### src/rtl/interp_fir_serial.sv
// rtl/interp_fir_serial.sv - 8-tap half-band interpolation FIR, serial MAC, one tap per clock
// Optional macro INTERP_FIR_SAT_EN: saturate the rounded output instead of wrapping it.
module interp_fir_serial #(
  parameter int DW   = 24,
  parameter int ACCW = 32
) (
  input  logic                 clk,
  input  logic                 rst_n,
  input  logic                 enable,
  input  logic signed [DW-1:0] in,
  output logic signed [DW-1:0] out,
  output logic                 out_valid,
  output logic                 busy,
  output logic                 overrun
);

  typedef enum logic [1:0] {IDLE, MAC, OUT} state_t;

  localparam logic signed [ACCW-1:0] HALF_LSB = ACCW'(8);

  state_t                 state, state_nx;
  logic signed [DW-1:0]   x [8];
  logic signed [ACCW-1:0] acc;
  logic [2:0]             k;
  logic signed [5:0]      coef;
  logic signed [DW+5:0]   prod;
  logic signed [ACCW-1:0] prod_ext;
  logic signed [ACCW-1:0] rnd;
  logic signed [ACCW-1:0] r;
  logic signed [DW-1:0]   res;
  logic                   accept;

  always_comb begin
    coef = 6'sd0;
    case (k)
      3'd0:    coef = -6'sd1;
      3'd2:    coef = 6'sd9;
      3'd3:    coef = 6'sd16;
      3'd4:    coef = 6'sd9;
      3'd6:    coef = -6'sd1;
      default: coef = 6'sd0;
    endcase
  end

  assign prod     = coef * x[k];
  assign prod_ext = {{(ACCW-DW-6){prod[DW+5]}}, prod};
  assign rnd      = acc + HALF_LSB;
  assign r        = rnd >>> 4;

`ifdef INTERP_FIR_SAT_EN
  // In range when every bit above the output sign bit matches it.
  always_comb begin
    res = r[DW-1:0];
    if (!((&r[ACCW-1:DW-1]) || !(|r[ACCW-1:DW-1])))
      res = r[ACCW-1] ? {1'b1, {(DW-1){1'b0}}} : {1'b0, {(DW-1){1'b1}}};
  end
`else
  always_comb begin
    res = DW'(r);
  end
`endif

  always_ff @(posedge clk or negedge rst_n) begin
    if (!rst_n) state <= IDLE;
    else        state <= state_nx;
  end

  always_comb begin
    state_nx = state;
    accept   = 1'b0;
    case (state)
      IDLE: if (enable) begin
        accept   = 1'b1;
        state_nx = MAC;
      end
      MAC:  if (k == 3'd7) state_nx = OUT;
      OUT:  state_nx = IDLE;
      default: state_nx = IDLE;
    endcase
  end

  assign busy = (state != IDLE);

  always_ff @(posedge clk or negedge rst_n) begin
    if (!rst_n) begin
      for (int i = 0; i < 8; i++) x[i] <= '0;
      acc       <= '0;
      k         <= '0;
      out       <= '0;
      out_valid <= 1'b0;
      overrun   <= 1'b0;
    end else begin
      out_valid <= 1'b0;
      if (accept) begin
        for (int i = 7; i > 0; i--) x[i] <= x[i-1];
        x[0] <= in;
        acc  <= '0;
        k    <= '0;
      end
      if (state == MAC) begin
        acc <= acc + prod_ext;
        k   <= k + 3'd1;
      end
      if (state == OUT) begin
        out       <= res;
        out_valid <= 1'b1;
      end
      // Strobes landing in MAC or OUT are dropped, only flagged.
      if (enable && state != IDLE) overrun <= 1'b1;
    end
  end

endmodule

### config.mk
export PLATFORM = sky130hd
export DESIGN_NAME = interp_fir_serial
export DESIGN_NICKNAME = d
export VERILOG_FILES = /design/src/rtl/interp_fir_serial.sv
export SDC_FILE = /design/constraint.sdc
export NUM_CORES = 1
export LEC_CHECK = 0
export ABC_AREA = 0
export ABC_CLOCK_PERIOD_IN_PS = 10100
export BUFFER_PORTS_ARGS = -buffer_cell sky130_fd_sc_hd__buf_2
export CAP_MARGIN = 20
export CORE_UTILIZATION = 60
export DETAILED_ROUTE_END_ITERATION = 8
export PLACE_DENSITY = 0.77
export RECOVER_POWER = 100
export SETUP_SLACK_MARGIN = 0.5
export SLEW_MARGIN = 20
export SYNTH_ARGS = -nofsm -noshare
export SYNTH_HDL_FRONTEND = slang
export SYNTH_SLANG_ARGS = --single-unit
### constraint.sdc
create_clock -name clk -period 10.1 [get_ports clk]
set_input_delay 0 -clock clk [delete_from_list [all_inputs] [get_ports clk]]
set_output_delay 0 -clock clk [all_outputs]
set_load 0.005 [all_outputs]
After elaboration in Yosys (flattened, before gate mapping). Index checks and enable logic that the tools add are counted.

Register bits: 255. Input port bits: 27. Output and inout port bits: 27. Word-level logic and storage cells: 51.

Add/sub/neg operators: 3. Multiply operators: 1. Order comparisons: 1. Eq/ne operators: 9. Mux-type cells: 14. Bitwise logic cells: 1. Reductions and logical operators: 8.

Operator list (count): binary-select mux 24 bit (select 3 bit) (1); 2-to-1 mux 32 bit (2); 2-to-1 mux 24 bit (2); adder 32 x 30 -> 32 bit (1); multiplier 6 x 24 -> 30 bit (1); adder 28 x 5 -> 28 bit, second input constant (1); one-hot mux 6 bit (3 select lines) (1); == test 3 bit, second input constant (3); == test 3 x 2 -> 1 bit, second input constant (2); 2-to-1 mux 3 bit (2); greater-or-equal comparator 4 bit, second input constant (1); 2-to-1 mux 2 bit (2); != test 2 bit, second input constant (2); inverter 3 -> 4 bit (1); one-hot mux 2 bit (2 select lines) (1); nonzero test 2 bit (2); OR reduction 2 bit (2); adder 3 x 1 -> 3 bit, second input constant (1); zero test 3 bit (1); 2-to-1 mux 1 bit (3); == test 2 x 1 -> 1 bit, second input constant (1); == test 2 bit, second input constant (1); zero test 2 bit (1); AND reduction 2 bit (1); logical AND 1 bit (1).

Logic depth before layout (Yosys ltp). Gate-level depths: netlist (run 1).

Depth after elaboration: 7. Gate-level depth with buffers: 24. Gate-level depth less buffers: 21.

Worst setup path after synthesis (run 1). Ideal clock, no wire load.

Path type: register to register. From: register k[1]. To: register acc[24]. Library setup time: 0.069 ns. Data arrival time: 6.548 ns. Required time: 10.031 ns. Setup slack: 3.483 ns. Stages on the path, launching flop included: 22. Buffers on the path: 3. Cells stage by stage: dfrtp_1 -> buf_6 -> clkbuf_1 -> inv_1 -> ha_1 -> o32ai_1 -> clkbuf_1 -> nor2_1 -> fa_1 -> inv_1 -> fa_1 -> fa_1 -> fa_1 -> inv_1 -> ha_1 -> a21o_1 -> nor2b_1 -> a211o_1 -> a221o_1 -> or4_1 -> or4_1 -> nand3_1.

Word-level cells in the longest chain between the ends: 7.

Ends and longest elaborated chain: from (decl) (RTL line 24) `logic [2:0] k;`; from (signal assigned) (RTL line 102) `k <= k + 3'd1;`; inverter 3 -> 4 bit (implied by the code) (RTL line 45) `assign prod = coef * x[k];`; binary-select mux 24 bit (select 3 bit) (RTL line 45); 2-to-1 mux 24 bit (implied by the code) (2 in series) (RTL line 45); multiplier 6 x 24 -> 30 bit * (RTL line 45); adder 32 x 30 -> 32 bit * (RTL line 101) `acc <= acc + prod_ext;`; 2-to-1 mux 32 bit * (RTL line 100) `if (state == MAC) begin`; to (signal assigned) (RTL line 101); to (decl) (RTL line 23) `logic signed [ACCW-1:0] acc;`.

Mark *: on every way between the ends. The rest lies on a longest branch, timed or not. The select of a mux whose other input is x is not followed. A chain may end at the register's enable or synchronous reset.

Worst setup path in the final report (run 1). Ends and elaborated chain as after synthesis.

==> results of run 1 <==
[cell families after synthesis]
group,share of synthesized area [%]
adder cells (fa/ha/maj),19.1
multiplexers,7.78
AND/OR/NAND/NOR,21.2
buffers and inverters,6.53
flip-flops,38.1
AO/OA/AOI/OAI,4.97
XOR/XNOR,2.28
[path summary, 6_finish.rpt]
check / from / to / slack (ns) / cells past startpoint
max: k[1] / acc[24] / 2.03 / 19
min: in[20] / x[188] / 0.19 / 4
max reg2reg: k[1] / acc[24] / 2.03 / 19
min reg2reg: overrun / overrun / 0.46 / 1
max in group asynchronous: rst_n / k[0] / 3.55 / 3
min in group asynchronous: rst_n / out[4] / 2.33 / 2
[through the flow]
step | instances | util [%] | hold WS, ns
detailed placement | 2153 | 63.0 | 0.126
global route | 2227 | 67.2 | 0.194
global placement | 2153 | 63.0 | 0.121
finish | 2227 | 67.2 | 0.188
CTS | 2226 | 67.4 | 0.167
floorplan | 1829 | - | -0.296
[sequential cells by signal, indices dropped and copies added, names as in the netlist]
| signal | cells |
|---|---|
| acc | 28 |
| k | 3 |
| out | 24 |
| out_valid | 1 |
| overrun | 1 |
| state | 2 |
| x | 192 |
[final cells by class]
cell class | count | area [µm²] | area share [%]
Sequential cell | 251 | 6280 | 34.7
Tap cell | 341 | 427 | 2.35
Multi-Input combinational cell | 1295 | 9140 | 50.5
Clock inverter | 6 | 111 | 0.615
Timing Repair Buffer | 94 | 602 | 3.32
Clock buffer | 41 | 808 | 4.46
Inverter | 199 | 747 | 4.12
[placed cells by master (no fill, tap or decap), types with 15 or more instances in the layout]
cell / n
xor2_1: 20
and2_1: 15
nor2_1: 73
o21ai_0: 57
nand2_1: 688
mux2i_1: 15
dlygate4sd3_1: 26
mux4_2: 46
buf_2: 41
clkbuf_16: 27
a21oi_1: 32
nand3_1: 28
dfrtp_1: 250
xnor2_1: 23
clkbuf_1: 23
ha_1: 68
fa_1: 115
inv_1: 198
[tightest hold or removal path, cell delays in order]
cell and delay, ns:
dlygate4sd3_1 0.52, buf_2 0.09, nand2_1 0.04, nand2_1 0.04
[per-layer routing]
| metal | track usage, % | routed length (µm) | vias to the layer above |
|---|---|---|---|
| met3 | 2.87 | 1620 | 55 |
| met2 | 42.8 | 16500 | 295 |
| met1 | 35.0 | 14700 | 5853 |
| met5 | 0 | 0 | - |
| met4 | 5.86 | 650 | 0 |
| li1 | - | - | 5841 |
==> metrics.log, run 1 <==
[metrics] WS Path Type: reg2reg
[metrics] category of the worst setup path capture point: flop
[metrics] Final Skew: 0.0134 ns
[metrics] area of all placed cells without fillers: 18,100 µm²
[metrics] area share of the leading cell type in the synthesized netlist: 38.1%
[metrics] H-tree depth: 1
[metrics] worst-case setup margin in the final layout: 2.03 ns
[metrics] Global Route Usage Sum: 25.2%
[metrics] commonest register cell after synthesis: dfrtp_1
[metrics] most frequent CP cell: fa_1
[metrics] maximum clock path buffer count: 3
[metrics] Avg Synthesized Cell Area: 9.02 µm²
[metrics] setup repair after global routing missed its margin: no
[metrics] cell at the root of the clock tree: clkbuf_16
[metrics] critical path required time: 10.56 ns
[metrics] height of the die: 168 µm
[metrics] proportion of layout cells with a drive suffix above 1: 7.74%
[metrics] failing checks: max-capacitance violations, max-slew violations
[metrics] number of buffers added for setup after CTS: 0
[metrics] initial antenna violation count: 0
[metrics] Routed Antenna Nets: 0
[metrics] Unique masters post-synth: 58
[metrics] sort of element at the start of the critical path: flop
[metrics] proportion of synthesized flip-flops having asynchronous set or reset: 100%
[metrics] total detailed-routing wirelength: 33,400 µm
[metrics] number of buffers added to fix hold violations after cts: 26
[metrics] Buf+Inv Stages, Crit Path: 4
[metrics] largest incremental delay on the critical path: 1.07 ns
[metrics] Slew Viols, Final: 637
[metrics] Synth Cell Area: 16,500 µm²
[metrics] Clock transition at path regs: 0.06 ns
[metrics] number of maximum-capacitance constraint violations: 9
[metrics] count of instances resized after the clock tree is built: 0
[metrics] period utilisation layout: 79.9%
[metrics] highest net fanout along the worst path: 28
[metrics] most frequent cell after synthesis: nand2_1
[metrics] net total in the final layout: 2,078
[metrics] Synth Instances: 1,829
[metrics] horizontal extent of the die: 168 µm
[metrics] FILL cells: 2,032
[metrics] Tightest Hold Check Type: in2reg
[metrics] ant diodes: 0
[metrics] peak clock frequency supported by timing: 124 MHz
[metrics] Top Family by Delay on Critical Path: adder cells
[metrics] final number of hold-violating endpoints: 0
[metrics] count of pins on the block boundary: 54
[metrics] worst skew pair latency: 0.53 ns
[metrics] setup violation total in the final timing report: 0
[metrics] area growth from synthesis to final layout: 9.85%
[metrics] row count: 60
[metrics] number of buffers added by the clock tree synthesis step: 27
[metrics] cells traversed along the worst timing path: buf_4 > ha_1 > mux2_1 > inv_1 > nor2_1 > fa_1 > inv_1 > fa_1 > fa_1 > fa_1 > inv_1 > ha_1 > a21oi_1 > o21bai_1 > a211o_1 > a221o_1 > or4_1 > or4_1 > nand3_1
[metrics] via count of the first global-routing pass: 11,969
[metrics] TritonCTS clock tree: done
[metrics] via count: 12,044
[metrics] number of enable-type register cells in the synthesized netlist: 0
[metrics] Via density: 5.41
[metrics] HPWL after detailed placement: 23,600 µm
[metrics] drt initial violations: 1,068
[metrics] drc violations: 0
[metrics] Initial Utilization: 61.2%
[metrics] synth warn: 0
[metrics] synth top area cells: dfrtp_1 (38%), nand2_1 (16%), fa_1 (14%), mux4_2 (6.3%), ha_1 (5.2%)
[metrics] number of iterations in the first detailed-routing pass: 5
[metrics] average wire per cell in the routed design: 15.0 µm
[metrics] slowest CP cell: dfrtp_1
[metrics] total number of clock tree sinks: 251
[metrics] data arrival time of the critical path: 8.53 ns
[metrics] post-placement setup slack: 2.97 ns
[metrics] minimum clock period after layout: 8.07 ns
[metrics] post-route setup TNS: 0 ns
[metrics] Syn Nets: 2,039
[metrics] transition time at the pin with the least slew margin: 6.22 ns
[metrics] count of state elements after synthesis: 251
[metrics] DIE AREA: 28,200 µm²
[metrics] post-synthesis cell type with the largest combined area: dfrtp_1
[metrics] pin count of the biggest net entering global routing: 119
[metrics] post-synthesis sequential area ratio: 38.1%
[metrics] gp weighted congestion: 0.916
[metrics] wire length of the first global-routing pass: 57,900 µm
[metrics] total of buffers placed on input and output ports: 53
[metrics] synth cell count leaders: nand2_1 (688), dfrtp_1 (251), inv_1 (197)
[metrics] placeable core region: 27,000 µm²
[metrics] relative slew slack: -314%
[metrics] instance area at placement: 17,000 µm²
[metrics] run status: finished, violations left
[metrics] global route overflow: 0
Power of run 1 is left out: the tool's default activity adds up to more than one toggle a clock period on the data nets, which glitch-free logic cannot reach.
==> run 2, diff against run 1 <==
ABC_AREA = 1   (was 0)
ABC_CLOCK_PERIOD_IN_PS = 7800   (was 10100)
clock period = 7.8 ns   (was 10.1 ns; I/O delays follow)
==> run 2 against run 1 <==
The run still ends with max-capacitance violations, max-slew violations left; wire length up 13%; die area up 2.0%; global-route usage up 2.8 points; cell count up 14%; final area up 2.8%; register-to-register slack worse by 1.3 ns; first-iteration DRC count up 20%; count of clock-buffer cells in the layout down 4; clock skew up 0.015 ns; area after synthesis up 2.0%; via count up 13%; fmax up 14%; critical endpoint is now acc[22].
==> metrics.log, run 2 <==
[metrics] ant diodes: 0 (unchanged)
[metrics] gp weighted congestion: 0.963 (+5.1%)
[metrics] TritonCTS clock tree: done
[metrics] Initial Utilization: 61.8% (+0.57 points)
[metrics] run status: finished, violations left
[metrics] count of state elements after synthesis: 251 (unchanged)
[metrics] number of buffers added by the clock tree synthesis step: 28 (+3.7%)
[metrics] wire length of the first global-routing pass: 64,900 µm (+12%)
[metrics] proportion of synthesized flip-flops having asynchronous set or reset: 100% (unchanged)
[metrics] largest registers: x: 192 flops, acc: 28 flops, out: 24 flops
[metrics] total of buffers placed on input and output ports: 53 (unchanged)
[metrics] area taken by multi-input logic gates: 8710 µm² (-4.7%)
[metrics] highest net fanout along the worst path: 99 (+250%)
[metrics] top library cells by usage in the layout, fill and taps aside: nand2_1 (504), inv_1 (379), o21ai_0 (294), dfrtp_1 (249), a21oi_1 (126)
[metrics] setup violation total in the final timing report: 0 (unchanged)
[metrics] maximum clock path buffer count: 3 (unchanged)
[metrics] Synth Cell Area: 16,800 µm² (+2.0%)
[metrics] proportion of layout cells with a drive suffix above 1: 5.86% (-1.9 points)
[metrics] initial antenna violation count: 0 (unchanged)
[metrics] number of buffers added for setup after CTS: 0 (unchanged)
[metrics] Global Route Usage Sum: 28.0% (+2.8 points)
[metrics] number of enable-type register cells in the synthesized netlist: 0 (unchanged)
[metrics] setup repair after global routing missed its margin: no
[metrics] Final Skew: 0.0282 ns (+0.0148 ns)
[metrics] category of the worst setup path capture point: flop
[metrics] sort of element at the start of the critical path: flop
[metrics] transition time at the pin with the least slew margin: 4.24 ns (-1.97 ns)
[metrics] final number of hold-violating endpoints: 0 (unchanged)
[metrics] Avg Synthesized Cell Area: 7.95 µm² (-12%)
[metrics] period utilisation layout: 91.1% (+11 points)
[metrics] minimum clock period after layout: 7.10 ns (-0.966 ns)
[metrics] height of the die: 169 µm (+1.0%)
[metrics] Tightest Hold Check Type: in2async
[metrics] FILL cells: 2,242 (+10%)
[metrics] Clock transition at path regs: 0.06 ns (about the same)
[metrics] peak clock frequency supported by timing: 141 MHz (+14%)
[metrics] HPWL after detailed placement: 25,500 µm (+8.0%)
[metrics] H-tree depth: 1 (unchanged)
[metrics] placeable core region: 27,300 µm² (+1.1%)
[metrics] failing checks: max-capacitance violations, max-slew violations
[metrics] total number of clock tree sinks: 251 (unchanged)
[metrics] flip-flop count of the largest register, all copies and words added: 192 (unchanged)
[metrics] via count of the first global-routing pass: 13,370 (+12%)
[metrics] commonest register cell after synthesis: dfrtp_1
[metrics] Sequential cell area: 6280 µm² (about the same)
[metrics] Unique masters post-synth: 43 (-26%)
[metrics] pin count of the biggest net entering global routing: 255 (+110%)
[metrics] Slew Viols, Final: 382 (-40%)
[metrics] post-synthesis sequential area ratio: 37.3% (-0.76 points)
[metrics] row count: 60 (unchanged)
[metrics] synth warn: 0 (unchanged)
[metrics] worst skew pair latency: 0.57 ns (+0.04 ns)
[metrics] relative slew slack: -183% (+130 points)
[metrics] area growth from synthesis to final layout: 10.6%
[metrics] synth top area cells: dfrtp_1 (37%), fa_1 (14%), nand2_1 (11%), o21ai_0 (8.7%), inv_1 (8.5%)
[metrics] Routed Antenna Nets: 0 (unchanged)
[metrics] number of maximum-capacitance constraint violations: 3 (-6)
[metrics] Synth Instances: 2,117 (+16%)
[metrics] cell at the root of the clock tree: clkbuf_16
[metrics] global route overflow: 0 (unchanged)
[metrics] DIE AREA: 28,700 µm² (+2.0%)
[metrics] fin util: 68.3% (+1.1 points)
[metrics] area share of the leading cell type in the synthesized netlist: 37.3% (-0.76 points)
[metrics] average wire per cell in the routed design: 14.9 µm (-0.58%)
[metrics] register name with the most flops: x
[metrics] WS Path Type: reg2reg
[metrics] number of iterations in the first detailed-routing pass: 5 (unchanged)
[metrics] most common library cell in the layout ignoring fill and taps: nand2_1
[metrics] via count: 13,669 (+13%)
[metrics] drc violations: 0 (unchanged)
[metrics] count of pins on the block boundary: 54 (unchanged)
[metrics] data arrival time of the critical path: 7.51 ns (-1.02 ns)
[metrics] net total in the final layout: 2,355 (+13%)
[metrics] post-synthesis cell type with the largest combined area: dfrtp_1
[metrics] drt initial violations: 1,285 (+20%)
[metrics] Syn Nets: 2,327 (+14%)
[metrics] synth cell count leaders: nand2_1 (504), inv_1 (380), o21ai_0 (293)
[metrics] total detailed-routing wirelength: 37,900 µm (+13%)
[metrics] Via density: 5.38 (-0.45%)
[metrics] post-route setup TNS: 0 ns (unchanged)
[metrics] horizontal extent of the die: 169 µm (+1.0%)
[metrics] critical path required time: 8.21 ns (-2.35 ns)
[metrics] most frequent cell after synthesis: nand2_1
-- run 2: critical path, stage by stage (launching register included) --
cell	delay [ns]
dfrtp_2	0.38
buf_4	0.72
o21ai_0	0.22
nand2_1	0.12
inv_1	0.04
o21ai_1	0.57
nand2_1	0.35
fa_1	0.57
fa_1	0.54
inv_1	0.06
fa_1	0.53
inv_1	0.06
fa_1	0.53
inv_1	0.04
ha_1	0.33
a21oi_1	0.14
nand2_1	0.10
a21boi_0	0.55
o21bai_1	0.32
a21oi_1	0.30
o21bai_1	0.12
o21ai_0	0.15
o21ai_0	0.10
-- run 2: layout make-up --
cell class,count,area share [%]
repair buffers,94,3.35
clock buffers,37,4.32
flip-flops and latches,251,33.7
inverters,385,7.78
well taps,372,2.50
multi-input cells,1385,46.8
clock inverters,15,1.52
-- run 2: final timing paths --
path / start / to / slack, ns / cells past startpoint
min: rst_n / x[182] / 0.09 / 2
max: k[0] / acc[22] / 0.70 / 22
max reg2reg: k[0] / acc[22] / 0.70 / 22
min in group clk: in[16] / x[184] / 0.16 / 4
max in group asynchronous: rst_n / x[6] / 3.72 / 3
min reg2reg: x[148] / x[124] / 0.47 / 2
-- run 2: stage by stage --
step | hold slack (ns) | worst slack (ns) | area (µm²) | std cells
global placement | 0.177 | 0.942 | 17300 | 2461
global route | 0.166 | 0.360 | 18600 | 2539
CTS | 0.141 | 0.847 | 18700 | 2539
floorplan | -0.296 | 2.03 | 16800 | 2117
detailed placement | 0.182 | 0.856 | 17300 | 2461
finish | 0.0941 | 0.695 | 18600 | 2539
-- run 2: cells by family (layout without fill, tap and decap cells) --
logic type	after synthesis	count (layout)	share of synthesized area (%)
AO/OA/AOI/OAI	459	459	14.2
adder cells (fa/ha/maj)	183	183	18.7
XOR/XNOR	32	32	1.67
AND/OR/NAND/NOR	711	711	17.1
flip-flops	251	251	37.3
buffers and inverters	481	531	11.0
-- run 2: what timing repair did --
action,in CTS,in global routing
endpoints found under the setup margin,0,8
endpoints found under the hold margin,151,0
gates resized for setup,0,2
hold buffers,26,0
-- run 2: routing by layer --
metal | GRT usage (%) | vias up | part of all wire, %
met4 | 7.01 | 0 | 2.3
met2 | 45.9 | 380 | 48
met5 | 0 | - | 0
li1 | - | 6629 | -
met1 | 38.8 | 6599 | 44
met3 | 4.90 | 61 | 6.3
Power of run 2 is left out for the same reason.
